File: config.mk
export PLATFORM = sky130hd
export DESIGN_NAME = dram_addr_demux
export DESIGN_NICKNAME = d
export VERILOG_FILES = /design/src/rtl/dram_pkg.sv /design/src/rtl/dram_addr_demux_strobe_edge.sv /design/src/rtl/dram_addr_demux.sv
export SDC_FILE = /design/constraint.sdc
export NUM_CORES = 1
export LEC_CHECK = 0
export ABC_AREA = 0
export CAP_MARGIN = 10
export CORE_AREA = 10 10 82 84
export DETAILED_ROUTE_END_ITERATION = 16
export DIE_AREA = 0 0 92 94
export GPL_ROUTABILITY_DRIVEN = 0
export GPL_TIMING_DRIVEN = 0
export HOLD_SLACK_MARGIN = 0.1
export PLACE_DENSITY = 0.57
export SKIP_CTS_REPAIR_TIMING = 1
export SLEW_MARGIN = 20
export SYNTH_ARGS = -nofsm -noshare
export SYNTH_HDL_FRONTEND = slang
export SYNTH_SLANG_ARGS = --single-unit
File: constraint.sdc
create_clock -name clk -period 2.9 [get_ports clk]
set_input_delay 0.725 -clock clk [delete_from_list [all_inputs] [get_ports clk]]
set_output_delay 0.725 -clock clk [all_outputs]
set_load 0.005 [all_outputs]
File: src/rtl/dram_pkg.sv
// Shared types and widths for the DRAM multiplexed-address responder.
package dram_pkg;

  localparam int AW_DEFAULT     = 9;
  localparam int ADDR_W_DEFAULT = 2 * AW_DEFAULT;

  typedef enum logic [1:0] {
    IDLE,
    ROW,
    COL,
    CBR
  } dram_state_t;

  // Width of the rebuilt {row, col} word address for a given mux width.
  function automatic int addr_width(input int aw);
    return 2 * aw;
  endfunction

endpackage

File: src/rtl/dram_addr_demux_strobe_edge.sv
// Registered fall/rise detector for one active-low DRAM strobe.
module strobe_edge (
  input  logic clk,
  input  logic reset,
  input  logic strobe_n,
  output logic fall,
  output logic rise
);

  logic strobe_q;
  logic armed;

  // NOTE: sequential state uses non-blocking assignments so every register
  // samples the pre-edge values, independent of statement order.
  always_ff @(posedge clk) begin
    if (reset) begin
      strobe_q <= 1'b1;
      armed    <= 1'b0;
    end else begin
      strobe_q <= strobe_n;
      armed    <= armed | strobe_n;
    end
  end

  // A strobe held low through reset must first return high before its
  // next low level counts as a fall.
  assign fall = armed & strobe_q & ~strobe_n;
  assign rise = strobe_n & ~strobe_q;

endmodule

File: src/rtl/dram_addr_demux.sv
// Rebuilds {row, col} from RAS_n/CAS_n-strobed mux address, classifies
// accesses vs refreshes. Page-mode bursts enabled by DRAM_FAST_PAGE_EN.
module dram_addr_demux
  import dram_pkg::*;
#(
  parameter int AW = AW_DEFAULT
) (
  input  logic                        clk,
  input  logic                        reset,
  input  logic [AW-1:0]               ma,
  input  logic                        ras_n,
  input  logic                        cas_n,
  input  logic                        we_n,
  output logic                        req_valid,
  output logic [addr_width(AW)-1:0]   req_addr,
  output logic                        req_we,
  input  logic                        req_ready,
  output logic                        refresh,
  output logic                        overrun
);

  dram_state_t   state;
  logic [AW-1:0] row;
  logic          cas_seen;
  logic          ras_fall, ras_rise, cas_fall, cas_rise;
  logic          page_open;
  logic          issue;
  logic [AW-1:0] issue_row;

  strobe_edge u_ras_edge (
    .clk      (clk),
    .reset    (reset),
    .strobe_n (ras_n),
    .fall     (ras_fall),
    .rise     (ras_rise)
  );

  strobe_edge u_cas_edge (
    .clk      (clk),
    .reset    (reset),
    .strobe_n (cas_n),
    .fall     (cas_fall),
    .rise     (cas_rise)
  );

`ifdef DRAM_FAST_PAGE_EN
  assign page_open = 1'b1;
`else
  // Only the first CAS fall of a RAS cycle may issue.
  assign page_open = ~cas_seen;
`endif

  // NOTE: every signal written here gets a default first so no latch is
  // inferred on paths that do not assign it.
  always_comb begin
    issue     = 1'b0;
    issue_row = row;
    case (state)
      IDLE: if (ras_fall && cas_fall) begin
        issue     = 1'b1;
        issue_row = ma;
      end
      ROW:  if (cas_fall && page_open) issue = 1'b1;
      default: ;
    endcase
  end

  always_ff @(posedge clk) begin
    if (reset) begin
      state     <= IDLE;
      row       <= '0;
      cas_seen  <= 1'b0;
      req_valid <= 1'b0;
      req_addr  <= '0;
      req_we    <= 1'b0;
      refresh   <= 1'b0;
      overrun   <= 1'b0;
    end else begin
      refresh <= 1'b0;
      overrun <= 1'b0;

      // Column and we_n land directly in the request fields; an access that
      // arrives while the previous one is still unaccepted is dropped.
      if (issue) begin
        row      <= issue_row;
        cas_seen <= 1'b1;
        if (!req_valid || req_ready) begin
          req_valid <= 1'b1;
          req_addr  <= {issue_row, ma};
          req_we    <= ~we_n;
        end else begin
          overrun <= 1'b1;
        end
      end else if (req_valid && req_ready) begin
        req_valid <= 1'b0;
      end

      case (state)
        IDLE: begin
          if (ras_fall && cas_fall) begin
            state <= COL;
          end else if (ras_fall && cas_n) begin
            row   <= ma;
            state <= ROW;
          end else if (cas_fall && ras_n) begin
            state <= CBR;
          end
        end
        ROW: begin
          if (cas_fall && page_open) begin
            state <= COL;
          end else if (ras_rise) begin
            // A RAS cycle that never issued an access is a RAS-only refresh.
            if (!cas_seen) refresh <= 1'b1;
            cas_seen <= 1'b0;
            state    <= IDLE;
          end
        end
        COL: begin
          if (ras_rise) begin
            cas_seen <= 1'b0;
            state    <= IDLE;
          end else if (cas_rise) begin
            state <= ROW;
          end
        end
        CBR: begin
          if (ras_fall) refresh <= 1'b1;
          if (cas_rise || (ras_n && cas_n)) state <= IDLE;
        end
        default: state <= IDLE;
      endcase
    end
  end

endmodule
==> summary.txt, run 1 <==
Floorplanning
  – Core area: 5075 um^2
  – Cell row count: 26
  – Initial core utilization: 0.3395
  – Width of the die: 92 um
  – Die Y-Extent: 94 um
  – I/O pin count: 37
  – DIE AREA: 8648 um^2

Clocking
  – CTS Sinks: 38
  – Clock insertion delay at the later pin of the skew report: 290 ps
  – Root Driver: clkbuf_8
  – CTS clk-pin slew, worst paths: 70 ps
  – Total CTS buffers: 5
  – CTS tree: yes
  – Clock tree buffer depth: 2
  – Clock H-tree levels: 2

STA
  – Period utilisation layout: 0.7892
  – Setup tns final: 0 ps
  – Count of final setup violators: 0
  – Setup Skew: 5.281 ps
  – Max-slew headroom: 0.5674
  – Hold Fails Final Rpt: 0
  – Worst slew pin tran: 648.9 ps
  – Hold slack final: 478.8 ps
  – Max Clock Freq: 436.9 MHz
  – Max Slew Vio Count: 0
  – Post-route minimum period: 2289 ps
  – RSZ-0062 raised after global routing: no

Power
  – Leakage power: 0.0007425 uW
  – P_sw: 359.7 uW
  – Combinational share of power: 0.225
  – Pwr Density: 548.6 nW/um^2
  – Internal power: 883.4 uW
  – Seq pwr share: 0.467
  – Switching Share: 0.2893
  – Clock network fraction of design power: 0.309
  – Worst IR Drop VDD: 0.2862 mV

Cells and area
  – Register area: 760.7 um^2
  – Non-Filler Instances: 296
  – Final Cell Area: 2266 um^2
  – Multi-input logic area: 885.9 um^2
  – Ant. Diodes: 0
  – Final Util: 0.4465
  – Largest Register: req_addr
  – Layout cells sized above 1: 0.1372
  – Max reg flops: 18
  – Area grow syn2layout: 31.52%
  – Fill count: 527
  – Nets: 245
  – Largest regs: req_addr: 18 flops, row: 9 flops, state: 2 flops

Logic synthesis
  – Most common cell in the netlist: dfxtp_1
  – Post-synthesis async set-or-reset flop share: 0
  – Synth Instances: 182
  – Top FF cell, synth: dfxtp_1
  – #FFs+latches synth: 38
  – Top post-synthesis cells by count: 38 x dfxtp_1, 26 x nor2_1, 19 x nand2_1
  – Cell area after synthesis: 1723 um^2
  – Syn Area/Cell: 9.466 um^2
  – Ys Warns: 0
  – Synth area leaders: dfxtp_1 44%, mux2i_1 7.6%, a311oi_2 7.0%
  – Number of synthesized flops with an enable pin: 0
  – Yosys top cell area share: 0.4415
  – Post-synthesis sequential area ratio: 0.4415
  – Synth area leader: dfxtp_1
  – Syn Nets: 202
  – Unique cell type count in the Yosys netlist: 31

Global route
  – Largest net degree at the start of global routing: 13
  – GR Util met3: 0.03837
  – GR Overflow Total: 0
  – Met1 usage: 0.1254
  – Busiest grt layer: met2
  – Number of global-route vias before repair: 1,483
  – Global routing met2 resource utilization: 0.1641
  – GRT Resource Usage Total: 0.1051
  – First-pass GRT wire length: 7376 um
  – Initial antenna violation count: 0

Routing
  – Detailed-route via count: 1,415
  – WL per Instance: 14.36 um
  – Post-route antenna net violation count: 0
  – Vias per cell: 4.780
  – Drt first-iter violations: 73
  – DR DRC count: 0
  – Total wire length: 4250 um
  – First-pass iteration count of the detailed router: 4

Placed design
  – Port Buf Inserts: 36
  – DP Cell Count: 288
  – Hpwl dp: 3059 um
  – Placed cell area: 2171 um^2

Hold path
  – Min-Delay Path Depth: 2
  – Hold WC Path Type: reg -> reg

Outcome
  – Status: finished clean

Setup path
  – Depth of the worst register-to-register path: 7
  – CP endpoint kind: flop
  – CP Class: in -> reg
  – Crit Path Max Fanout: 10
  – Arr. time, crit path: 2440 ps
  – CP Launch Type: primary input
  – CP required: 3050 ps

Flow run
  – Max-cap viol count: 0
layout make-up:
type	count	share of cell area
inverter	3	0.004970
sequential	38	0.3357
tap	70	0.03865
multi-input combinational	131	0.3909
clock buffer	6	0.03644
timing repair buffer	36	0.1590
buffer	10	0.02871
clock inverter	2	0.005522
worst paths after layout:
| kind | from | endpoint | slack (ps) |
|---|---|---|---|
| hold / removal | row[6]$_SDFF_PP0_ | row[6]$_SDFF_PP0_ | 480 |
| hold reg to reg | row[6]$_SDFF_PP0_ | row[6]$_SDFF_PP0_ | 480 |
| setup reg to reg | state[0]$_SDFFE_PP0P_ | req_addr[15]$_SDFFE_PP0P_ | 980 |
| setup / recovery | ras_n | req_addr[15]$_SDFFE_PP0P_ | 610 |
power by group through the flow:
stage | sequential (uW) | clock, uW | combinational (uW)
finish | 580 | 384 | 279
global route | 586 | 419 | 310
CTS | 580 | 398 | 281
detailed placement | 593 | 0 | 280
global placement | 593 | 0 | 281
floorplan | 589 | 0 | 184
worst max-delay path, stage by stage:
cell and delay [ps]:
clkdlybuf4s50_1 530, nand4b_4 340, a221oi_4 350, buf_6 200
buf_6 190, a311oi_2 100
cells in the final DEF (no fill, tap or decap), drive strengths merged:
cell	instances
dfxtp	38
clkdlybuf4s50	36
nor2	28
nand2	19
o21ai	18
a21oi	17
mux2i	13
clkbuf	11
a311oi	8
ha	5
buf	5
nand2b	4
inv	3
a211oi	2
nor3	2
or2	2
nand4b	1
and3b	1
nor2b	1
nand3b	1
a221oi	1
nor3b	1
a211o	1
a21bo	1
a21boi	1
o211ai	1
o221a	1
o2bb2ai	1
a311o	1
clkinv	1
clkinvlp	1
routing by layer:
metal / share of wire / vias to the layer above
met5: 0 / -
met4: 0.020 / 0
met3: 0.055 / 6
met2: 0.45 / 30
met1: 0.47 / 653
li1: - / 726
kinds of logic after synthesis:
group                      after synthesis  share of synthesized area
and+or+nand+nor                         60                     0.1641
AOI/OAI and AO/OA                       53                     0.2382
DFF                                     38                     0.4415
buffers and inverters                   13                    0.04430
muxes                                   13                    0.07552
adders and majority gates                5                    0.03631
through the flow:
stage	total power (uW)	worst slack, ps
after floorplan	773.2	1121
after global placement	873.5	296.8
after detailed placement	872.3	299.6
after CTS	1260	609.0
after global routing	1315	500.8
final	1243	611.4
(Power assumes the default switching activity.)
==> run 2: changes to the inputs <==
==> constraint.sdc (replaced) <==
create_clock -name clk -period 2.4 [get_ports clk]
set_input_delay 0.6 -clock clk [delete_from_list [all_inputs] [get_ports clk]]
set_output_delay 0.6 -clock clk [all_outputs]
set_load 0.005 [all_outputs]
==> results of run 2 <==
The final DEF is identical to that of run 1. Status: finished clean.
Among the figures that moved: setup slack after placement 299.6 ps -> -75.42 ps; setup slack after layout 611.4 ps -> 236.4 ps; register-to-register setup slack 980 ps -> 480 ps; total power 1243 uW -> 1502 uW; worst IR drop on VDD 0.2862 mV -> 0.3459 mV
==> run 3: changes to the inputs <==
--- a/config.mk
+++ b/config.mk
@@ -6,7 +6,7 @@
 export NUM_CORES = 1
 export LEC_CHECK = 0
 export ABC_AREA = 0
-export CAP_MARGIN = 10
+export CAP_MARGIN = 20
 export CORE_AREA = 10 10 82 84
 export DETAILED_ROUTE_END_ITERATION = 16
 export DIE_AREA = 0 0 92 94
==> results of run 3 <==
The final DEF is identical to that of run 1. Status: finished clean.
Among the figures that moved: setup slack after placement 299.6 ps -> -75.42 ps; setup slack after layout 611.4 ps -> 236.4 ps; register-to-register setup slack 980 ps -> 480 ps; total power 1243 uW -> 1502 uW; worst IR drop on VDD 0.2862 mV -> 0.3459 mV
